[config.mk]
export PLATFORM = sky130hd
export DESIGN_NAME = tank_game_ctrl
export DESIGN_NICKNAME = d
export VERILOG_FILES = /design/src/rtl/tank_game_ctrl.sv
export SDC_FILE = /design/constraint.sdc
export NUM_CORES = 1
export LEC_CHECK = 0
export CAP_MARGIN = 20
export CORE_AREA = 2 2 93 95
export CTS_CLUSTER_SIZE = 40
export DETAILED_ROUTE_END_ITERATION = 10
export DIE_AREA = 0 0 95 97
export GPL_ROUTABILITY_DRIVEN = 0
export PLACE_DENSITY = 0.74
export RECOVER_POWER = 50
export SLEW_MARGIN = 20
export SYNTH_ARGS = -nofsm -noshare
export SYNTH_HDL_FRONTEND = slang
export SYNTH_SLANG_ARGS = --single-unit
[constraint.sdc]
create_clock -name clk -period 3.1 [get_ports clk]
set_input_delay 0.775 -clock clk [delete_from_list [all_inputs] [get_ports clk]]
set_output_delay 0.775 -clock clk [all_outputs]
set_load 0.02 [all_outputs]
[src/rtl/tank_game_ctrl.sv]
// Game-tick sequencer feeding the storage block: latches player requests between ticks,
// then steps tank/projectile slots through load/commit/gap so storage updates each position.
module tank_game_ctrl #(
    parameter int TICK_DIV   = 12500000,
    parameter int CNT_W      = 24,
    parameter int PROJ_RANGE = 15
) (
    input  logic       clk,
    input  logic       reset,
    input  logic [3:0] p1_move,
    input  logic       p1_fire,
    input  logic [3:0] p2_move,
    input  logic       p2_fire,
    output logic [3:0] mode,
    output logic       wren,
    output logic       load_out,
    output logic [7:0] data,
    output logic       p1_proj_active,
    output logic       p2_proj_active,
    output logic       busy,
    output logic       frame_done
);

    typedef enum logic [3:0] {
        S_IDLE,
        S_T1_LOAD, S_T1_COMMIT, S_T1_GAP,
        S_P1_LOAD, S_P1_COMMIT, S_P1_GAP,
        S_T2_LOAD, S_T2_COMMIT, S_T2_GAP,
        S_P2_LOAD, S_P2_COMMIT, S_P2_GAP,
        S_DONE
    } state_t;

    localparam logic [7:0] DIR_UP    = 8'h00;
    localparam logic [7:0] DIR_DOWN  = 8'h01;
    localparam logic [7:0] DIR_LEFT  = 8'h03;
    localparam logic [7:0] DIR_RIGHT = 8'h07;

    // Move bits are {right,left,down,up}; up has highest priority.
    function automatic logic [7:0] dir_code(input logic [3:0] mv);
        if (mv[0])      return DIR_UP;
        else if (mv[1]) return DIR_DOWN;
        else if (mv[2]) return DIR_LEFT;
        else            return DIR_RIGHT;
    endfunction

    // First LOAD state of an active slot at or after index 'from'; DONE if none.
    function automatic state_t first_slot(input logic [3:0] go, input int from);
        state_t s;
        s = S_DONE;
        for (int i = 3; i >= 0; i--)
            if (i >= from && go[i]) s = state_t'(4'(1 + 3 * i));
        return s;
    endfunction

    state_t state, next_state;
    logic [CNT_W-1:0] tick_cnt;
    logic tick, tick_acc;
    logic [3:0] p1_mv_l, p2_mv_l;
    logic p1_fire_l, p2_fire_l;
    logic t1_go, t2_go;
    logic [7:0] t1_face, t2_face, p1_dir, p2_dir;
    logic [7:0] t1_face_n, t2_face_n, data_hold;
    logic [3:0] p1_life, p2_life;
    logic p1_fire_ok, p2_fire_ok;
    logic [3:0] go_new, go_cur;

    assign tick     = (tick_cnt == CNT_W'(TICK_DIV - 1));
    assign tick_acc = tick && (state == S_IDLE);

    // Resolved snapshot values, used both to register and to pick the first slot.
    assign t1_face_n  = (|p1_mv_l) ? dir_code(p1_mv_l) : t1_face;
    assign t2_face_n  = (|p2_mv_l) ? dir_code(p2_mv_l) : t2_face;
    assign p1_fire_ok = p1_fire_l && !p1_proj_active;
    assign p2_fire_ok = p2_fire_l && !p2_proj_active;
    assign go_new = {p2_proj_active | p2_fire_ok, |p2_mv_l, p1_proj_active | p1_fire_ok, |p1_mv_l};
    assign go_cur = {p2_proj_active, t2_go, p1_proj_active, t1_go};

    // NOTE: sequential state uses non-blocking assignments so every flop samples pre-edge values.
    always_ff @(posedge clk or posedge reset) begin
        if (reset) begin
            state          <= S_IDLE;
            tick_cnt       <= '0;
            p1_mv_l        <= '0;
            p2_mv_l        <= '0;
            p1_fire_l      <= 1'b0;
            p2_fire_l      <= 1'b0;
            t1_go          <= 1'b0;
            t2_go          <= 1'b0;
            t1_face        <= DIR_DOWN;
            t2_face        <= DIR_UP;
            p1_dir         <= DIR_UP;
            p2_dir         <= DIR_UP;
            p1_life        <= '0;
            p2_life        <= '0;
            p1_proj_active <= 1'b0;
            p2_proj_active <= 1'b0;
            data_hold      <= DIR_UP;
        end else begin
            state     <= next_state;
            data_hold <= data;
            tick_cnt  <= tick ? '0 : tick_cnt + CNT_W'(1);
            if (tick_acc) begin
                // Requests present in the tick cycle start the new window.
                p1_mv_l   <= p1_move;
                p2_mv_l   <= p2_move;
                p1_fire_l <= p1_fire;
                p2_fire_l <= p2_fire;
                t1_go     <= |p1_mv_l;
                t2_go     <= |p2_mv_l;
                t1_face   <= t1_face_n;
                t2_face   <= t2_face_n;
                if (p1_fire_ok) begin
                    p1_proj_active <= 1'b1;
                    p1_dir         <= t1_face_n;
                    p1_life        <= 4'(PROJ_RANGE);
                end
                if (p2_fire_ok) begin
                    p2_proj_active <= 1'b1;
                    p2_dir         <= t2_face_n;
                    p2_life        <= 4'(PROJ_RANGE);
                end
            end else begin
                p1_mv_l   <= p1_mv_l | p1_move;
                p2_mv_l   <= p2_mv_l | p2_move;
                p1_fire_l <= p1_fire_l | p1_fire;
                p2_fire_l <= p2_fire_l | p2_fire;
            end
            if (state == S_P1_COMMIT) begin
                p1_life <= p1_life - 4'd1;
                if (p1_life == 4'd1) p1_proj_active <= 1'b0;
            end
            if (state == S_P2_COMMIT) begin
                p2_life <= p2_life - 4'd1;
                if (p2_life == 4'd1) p2_proj_active <= 1'b0;
            end
        end
    end

    // NOTE: every always_comb output gets a default first so no latch is inferred.
    always_comb begin
        next_state = state;
        case (state)
            S_IDLE:      if (tick_acc) next_state = first_slot(go_new, 0);
            S_T1_LOAD:   next_state = S_T1_COMMIT;
            S_T1_COMMIT: next_state = S_T1_GAP;
            S_T1_GAP:    next_state = first_slot(go_cur, 1);
            S_P1_LOAD:   next_state = S_P1_COMMIT;
            S_P1_COMMIT: next_state = S_P1_GAP;
            S_P1_GAP:    next_state = first_slot(go_cur, 2);
            S_T2_LOAD:   next_state = S_T2_COMMIT;
            S_T2_COMMIT: next_state = S_T2_GAP;
            S_T2_GAP:    next_state = first_slot(go_cur, 3);
            S_P2_LOAD:   next_state = S_P2_COMMIT;
            S_P2_COMMIT: next_state = S_P2_GAP;
            S_P2_GAP:    next_state = S_DONE;
            S_DONE:      next_state = S_IDLE;
            default:     next_state = S_IDLE;
        endcase
    end

    always_comb begin
        mode       = 4'b0000;
        wren       = 1'b0;
        load_out   = 1'b0;
        data       = data_hold;
        busy       = (state != S_IDLE);
        frame_done = (state == S_DONE);
        case (state)
            S_T1_LOAD, S_T1_COMMIT: begin mode = 4'b0001; data = t1_face; end
            S_P1_LOAD, S_P1_COMMIT: begin mode = 4'b0011; data = p1_dir;  end
            S_T2_LOAD, S_T2_COMMIT: begin mode = 4'b0101; data = t2_face; end
            S_P2_LOAD, S_P2_COMMIT: begin mode = 4'b0111; data = p2_dir;  end
            default: ;
        endcase
        if (state inside {S_T1_LOAD, S_P1_LOAD, S_T2_LOAD, S_P2_LOAD}) begin
            wren     = 1'b1;
            load_out = 1'b1;
        end
    end

endmodule

Word-level counts from Yosys, hierarchy flattened:

Index checks and enable logic that the tools add are counted.

* bits in registers: 89
* logic and storage cells: 103
* input port bits: 12

* reductions and logical operators: 22
* bitwise operators: 6
* multiplexer cells: 39
* equal/unequal tests: 17
* $add $sub $neg: 3

Operators by type and width (number)
* 4-bit 2-to-1 mux: 14
* 4-bit case mux with 13 select lines: 1
* 8-bit 2-to-1 mux: 4
* 8-bit case mux with 4 select lines: 1
* 24-bit by 1-bit adder with 24-bit output (second input constant): 1
* 24-bit equality test (second input constant): 1
* 4-bit equality test (second input constant): 6
* 24-bit 2-to-1 mux: 1
* 3-bit 2-to-1 mux: 6
* 4-bit by 3-bit equality test with 1-bit output (second input constant): 4
* 4-bit by 1-bit equality test with 1-bit output (second input constant): 3
* 3-bit case mux with 4 select lines: 1
* 1-bit 2-to-1 mux: 11
* 4-bit by 2-bit equality test with 1-bit output (second input constant): 2
* 4-bit bitwise OR: 2
* 2-bit AND reduction: 4
* 2-bit nonzero test: 4
* 4-bit nonzero test: 2
* 2-bit OR reduction: 4
* 4-bit OR reduction: 2
* 4-bit by 1-bit subtractor with 4-bit output (second input constant): 2
* 4-bit logical NOT: 1
* 1-bit bitwise OR: 4
* 1-bit logical AND: 3
* 2 further kinds: 3

Depth between registers and ports, before layout:

* word-level depth: 9
* gate-level depth with buffers: 7
* depth with buffers taken out: 6

Worst setup path after synthesis:

OpenSTA, ideal clock, no wires.

* path type: register to output
* from: register state[2]
* to: output port wren
* cell stages (with the launch flop): 7
* arrival time: 1.695 ns
* slack: 0.630 ns
* data required time: 2.325 ns
* path through: dfrtp_1 clkbuf_1 nor2_1 nand3b_1 o21a_1 o22ai_1 buf_4

* cells in the longest elaborated chain, start to end: 3
* elaborated cells between the ends (all ways): 6
* classes of those cells: 4 x eq/ne; 1 x mux; 1 x reduce/logical

RTL lines
* from (decl): line 55 `state_t state, next_state;`
* from (signal assigned): line 99 `state <= next_state;`
* 4-bit by 1-bit equality test with 1-bit output, or another cell as far along: line 175 `if (state inside {S_T1_LOAD, S_P1_LOAD, S_T2_LOAD, S_P2_LOAD}) begin`
* 4-bit nonzero test (*): line 175
* 1-bit 2-to-1 mux (*)
* to (decl): line 15 `output logic wren,`

Mark *: on every way between the ends. The rest lies on a longest branch, timed or not.

Worst setup path after layout:

* from: register state[3]
* to: output port mode[2]

* cells in the longest elaborated chain, start to end: 3
* elaborated cells between the ends (all ways): 13
* classes of those cells: 8 x eq/ne; 1 x mux; 4 x reduce/logical

RTL lines
* 4-bit equality test, or another cell as far along: line 168 `case (state)`
* 2-bit OR reduction: line 168
* 3-bit case mux with 4 select lines (*): line 168
* to (decl): line 14 `output logic [3:0] mode,`

Marked as above.

==> out/summary.txt <==
status: finished with violations
H-tree depth: 3
EDFF count, synth: 0
Mapped Nets: 449
vias per inst: 5.80
Setup Skew: 0.0147 ns
vias in the first global route: 3,257
Yosys cell types: 55
total wire length: 9300 microns
# IOs: 30
hold_ws: 0.490 ns
FMAX: 334 MHz
most frequent cells in the layout: dfrtp_1, nand2_1, nor2_1
YS warnings: 0
CTS tree: done
failing checks: max-capacitance violations, max-slew violations
Tmin final: 2.99 ns
crit path to: mode[2]
Initial Util: 0.520
clk_lat worst skew: 0.37 ns
Post-Route Setup TNS: 0 ns
initial DRC count: 295
CP required: 2.32 ns
die area: 9220 sq um
Detail Route Antenna Nets: 0
DIE WIDTH: 95 microns
WS Path Type: reg -> out
Synth Flop Type: dfrtp_1
Seq/Total Area, Yosys: 0.526
Reg-to-Reg Start: state[3]
Net count, final: 487
synthesized instance count: 432
Peak VDD IR: 274 uV
first-pass GRT wire length: 15,900 microns
register clock-pin slew on the reported worst setup and hold paths: 0.10 ns
CP max stage delay: 0.60 ns
Overflow after GRT: 0
die height: 97 microns
commonest non-fill, non-tap cell in the layout: dfrtp_1
largest net degree at the start of global routing: 34
HPWL Detailed: 6430 microns
ratio of cells with drive above 1 in the final layout: 0.0968
Synth-to-Final Area Change: 15.3%
CTS root buf: clkbuf_8
HP Class: reg -> reg
Async S/R FF share, synth: 1.00
antenna violations before repair: 0
CP cell instances: nor3_1, a31o_2, nand2b_1, clkdlybuf4s50_1
crit path max fanout: 12
pre-CTS WS: 0.212 ns
Worst EP arrival: 2.22 ns
Startpoint Class: flop
Mean Syn Cell Area: 9.80 sq um
DR vias: 3,366
final setup fails: 0
DR WL/cell: 16.0 microns
TritonRoute pass-1 iters: 5
worst reg2reg path endpoint: p1_life[0]
Inserted Diodes: 0
clock sinks: 89
slew margin rel.: -0.0147
total core area: 8130 sq um
RSZ-0062 raised after global routing: false
clock buffer depth: 2
post-route setup slack: 0.109 ns
Final Hold Viols: 0
leakage: 2.18 nW
Reg2Reg Depth: 6
Final period util: 0.965
Pwr Density: 425 nW/um^2
Final Max Tran Viols: 34
Slowest-stage cell, CP: clkdlybuf4s50_1
Max Cap Violations: 1
TritonCTS buffer count: 9
gr usage total: 0.221
synthesized area: 4230 sq um
Port Buf Inserts: 28
Setup crit start: state[3]
DR DRC count: 0
Setup crit end kind: output port
flops & latches, synth: 89
row cnt: 33
Least-Margin Pin Slew: 1.51 ns
reg2reg setup slack: 0.66 ns
Worst Hold Launch: tick_cnt[22]
==> how the worst min path moves through the flow <==
stage	to	slack, ns	depth (start not counted)
floorplan	p2_life[3]	0.45	1
global placement	p2_life[3]	0.46	1
detailed placement	p2_life[3]	0.47	1
CTS	p1_dir[1]	0.49	2
global route	data_hold[7]	0.52	2
finish	tick_cnt[22]	0.49	1
==> report_power, final <==
part	leakage, nW	switching, mW	internal [mW]
clock	0.108	0.475	0.398
combinational	0.906	0.0259	0.0131
sequential	1.17	0.000000000000000444	1.16
==> worst max-delay path, delay by kind of cell (launching register included) <==
kind                   cells  cell delay, ns
buffers and inverters      1            0.60
AND/OR/NAND/NOR            2            0.45
AO/OA/AOI/OAI              1            0.30
flip-flops                 1            0.50
==> flip-flops by register name (all words and copies together), names as in the netlist, 4 cells and up <==
signal / count
tick_cnt: 24
data_hold: 8
p1_dir: 8
p2_dir: 8
t1_face: 8
t2_face: 8
p1_life: 4
p1_mv_l: 4
p2_life: 4
p2_mv_l: 4
state: 4
==> layer usage <==
metal	share of wire	vias up	track usage
met5	0	-	0
met4	0.0098	0	0.0613
met1	0.47	1671	0.318
li1	-	1614	-
met2	0.48	74	0.339
met3	0.035	7	0.0460
==> per-stage QoR <==
stage	power, mW	area (sq um)	cells	util
global placement	1.23	4690	564	0.576
finish	2.07	4880	580	0.600
detailed placement	1.23	4690	564	0.576
CTS	2.09	4900	580	0.602
floorplan	1.20	4230	432	-
global route	2.15	4880	580	0.600
==> area by class of cell <==
class / count / area, sq um
fillers: 707 / 3250
flip-flops and latches: 89 / 2230
multi-input cells: 313 / 1860
repair buffers: 45 / 390
well taps: 105 / 131
clock buffers: 9 / 124
clock inverters: 7 / 96.3
inverters: 12 / 46.3
==> cell usage after synthesis, types with 5 or more instances <==
cell | number | share of area
a21o_1 | 13 | 0.023
and3_1 | 7 | 0.010
dfrtp_1 | 88 | 0.52
a222oi_1 | 8 | 0.019
nand4_1 | 10 | 0.015
clkbuf_1 | 7 | 0.0062
nand2_1 | 57 | 0.051
xor2_1 | 8 | 0.017
ha_1 | 5 | 0.015
a21oi_1 | 19 | 0.022
xnor2_1 | 14 | 0.029
inv_1 | 11 | 0.0098
nor3_1 | 12 | 0.014
o21ai_0 | 25 | 0.030
nor2_1 | 38 | 0.034
nor2b_1 | 14 | 0.021
nor3b_1 | 6 | 0.011
nand3_1 | 19 | 0.022
nand2b_1 | 7 | 0.010
buf_2 | 5 | 0.0059
==> cells by family after synthesis <==
group,count (synthesis),synth area share
AO/OA/AOI/OAI,88,0.135
other,1,0.000886
buffers and inverters,30,0.0337
XOR/XNOR,22,0.0455
AND/OR/NAND/NOR,197,0.243
adder cells (fa/ha/maj),5,0.0148
flip-flops,89,0.526
==> what timing repair did <==
item / CTS / global route
cloned: 0 / 0
endpoints found under the setup margin: 8 / 5
hold buffers: 0 / 0
setup buffers: 0 / 0
resized for setup: 9 / 2
No activity file was read; power rests on OpenSTA's default activity.
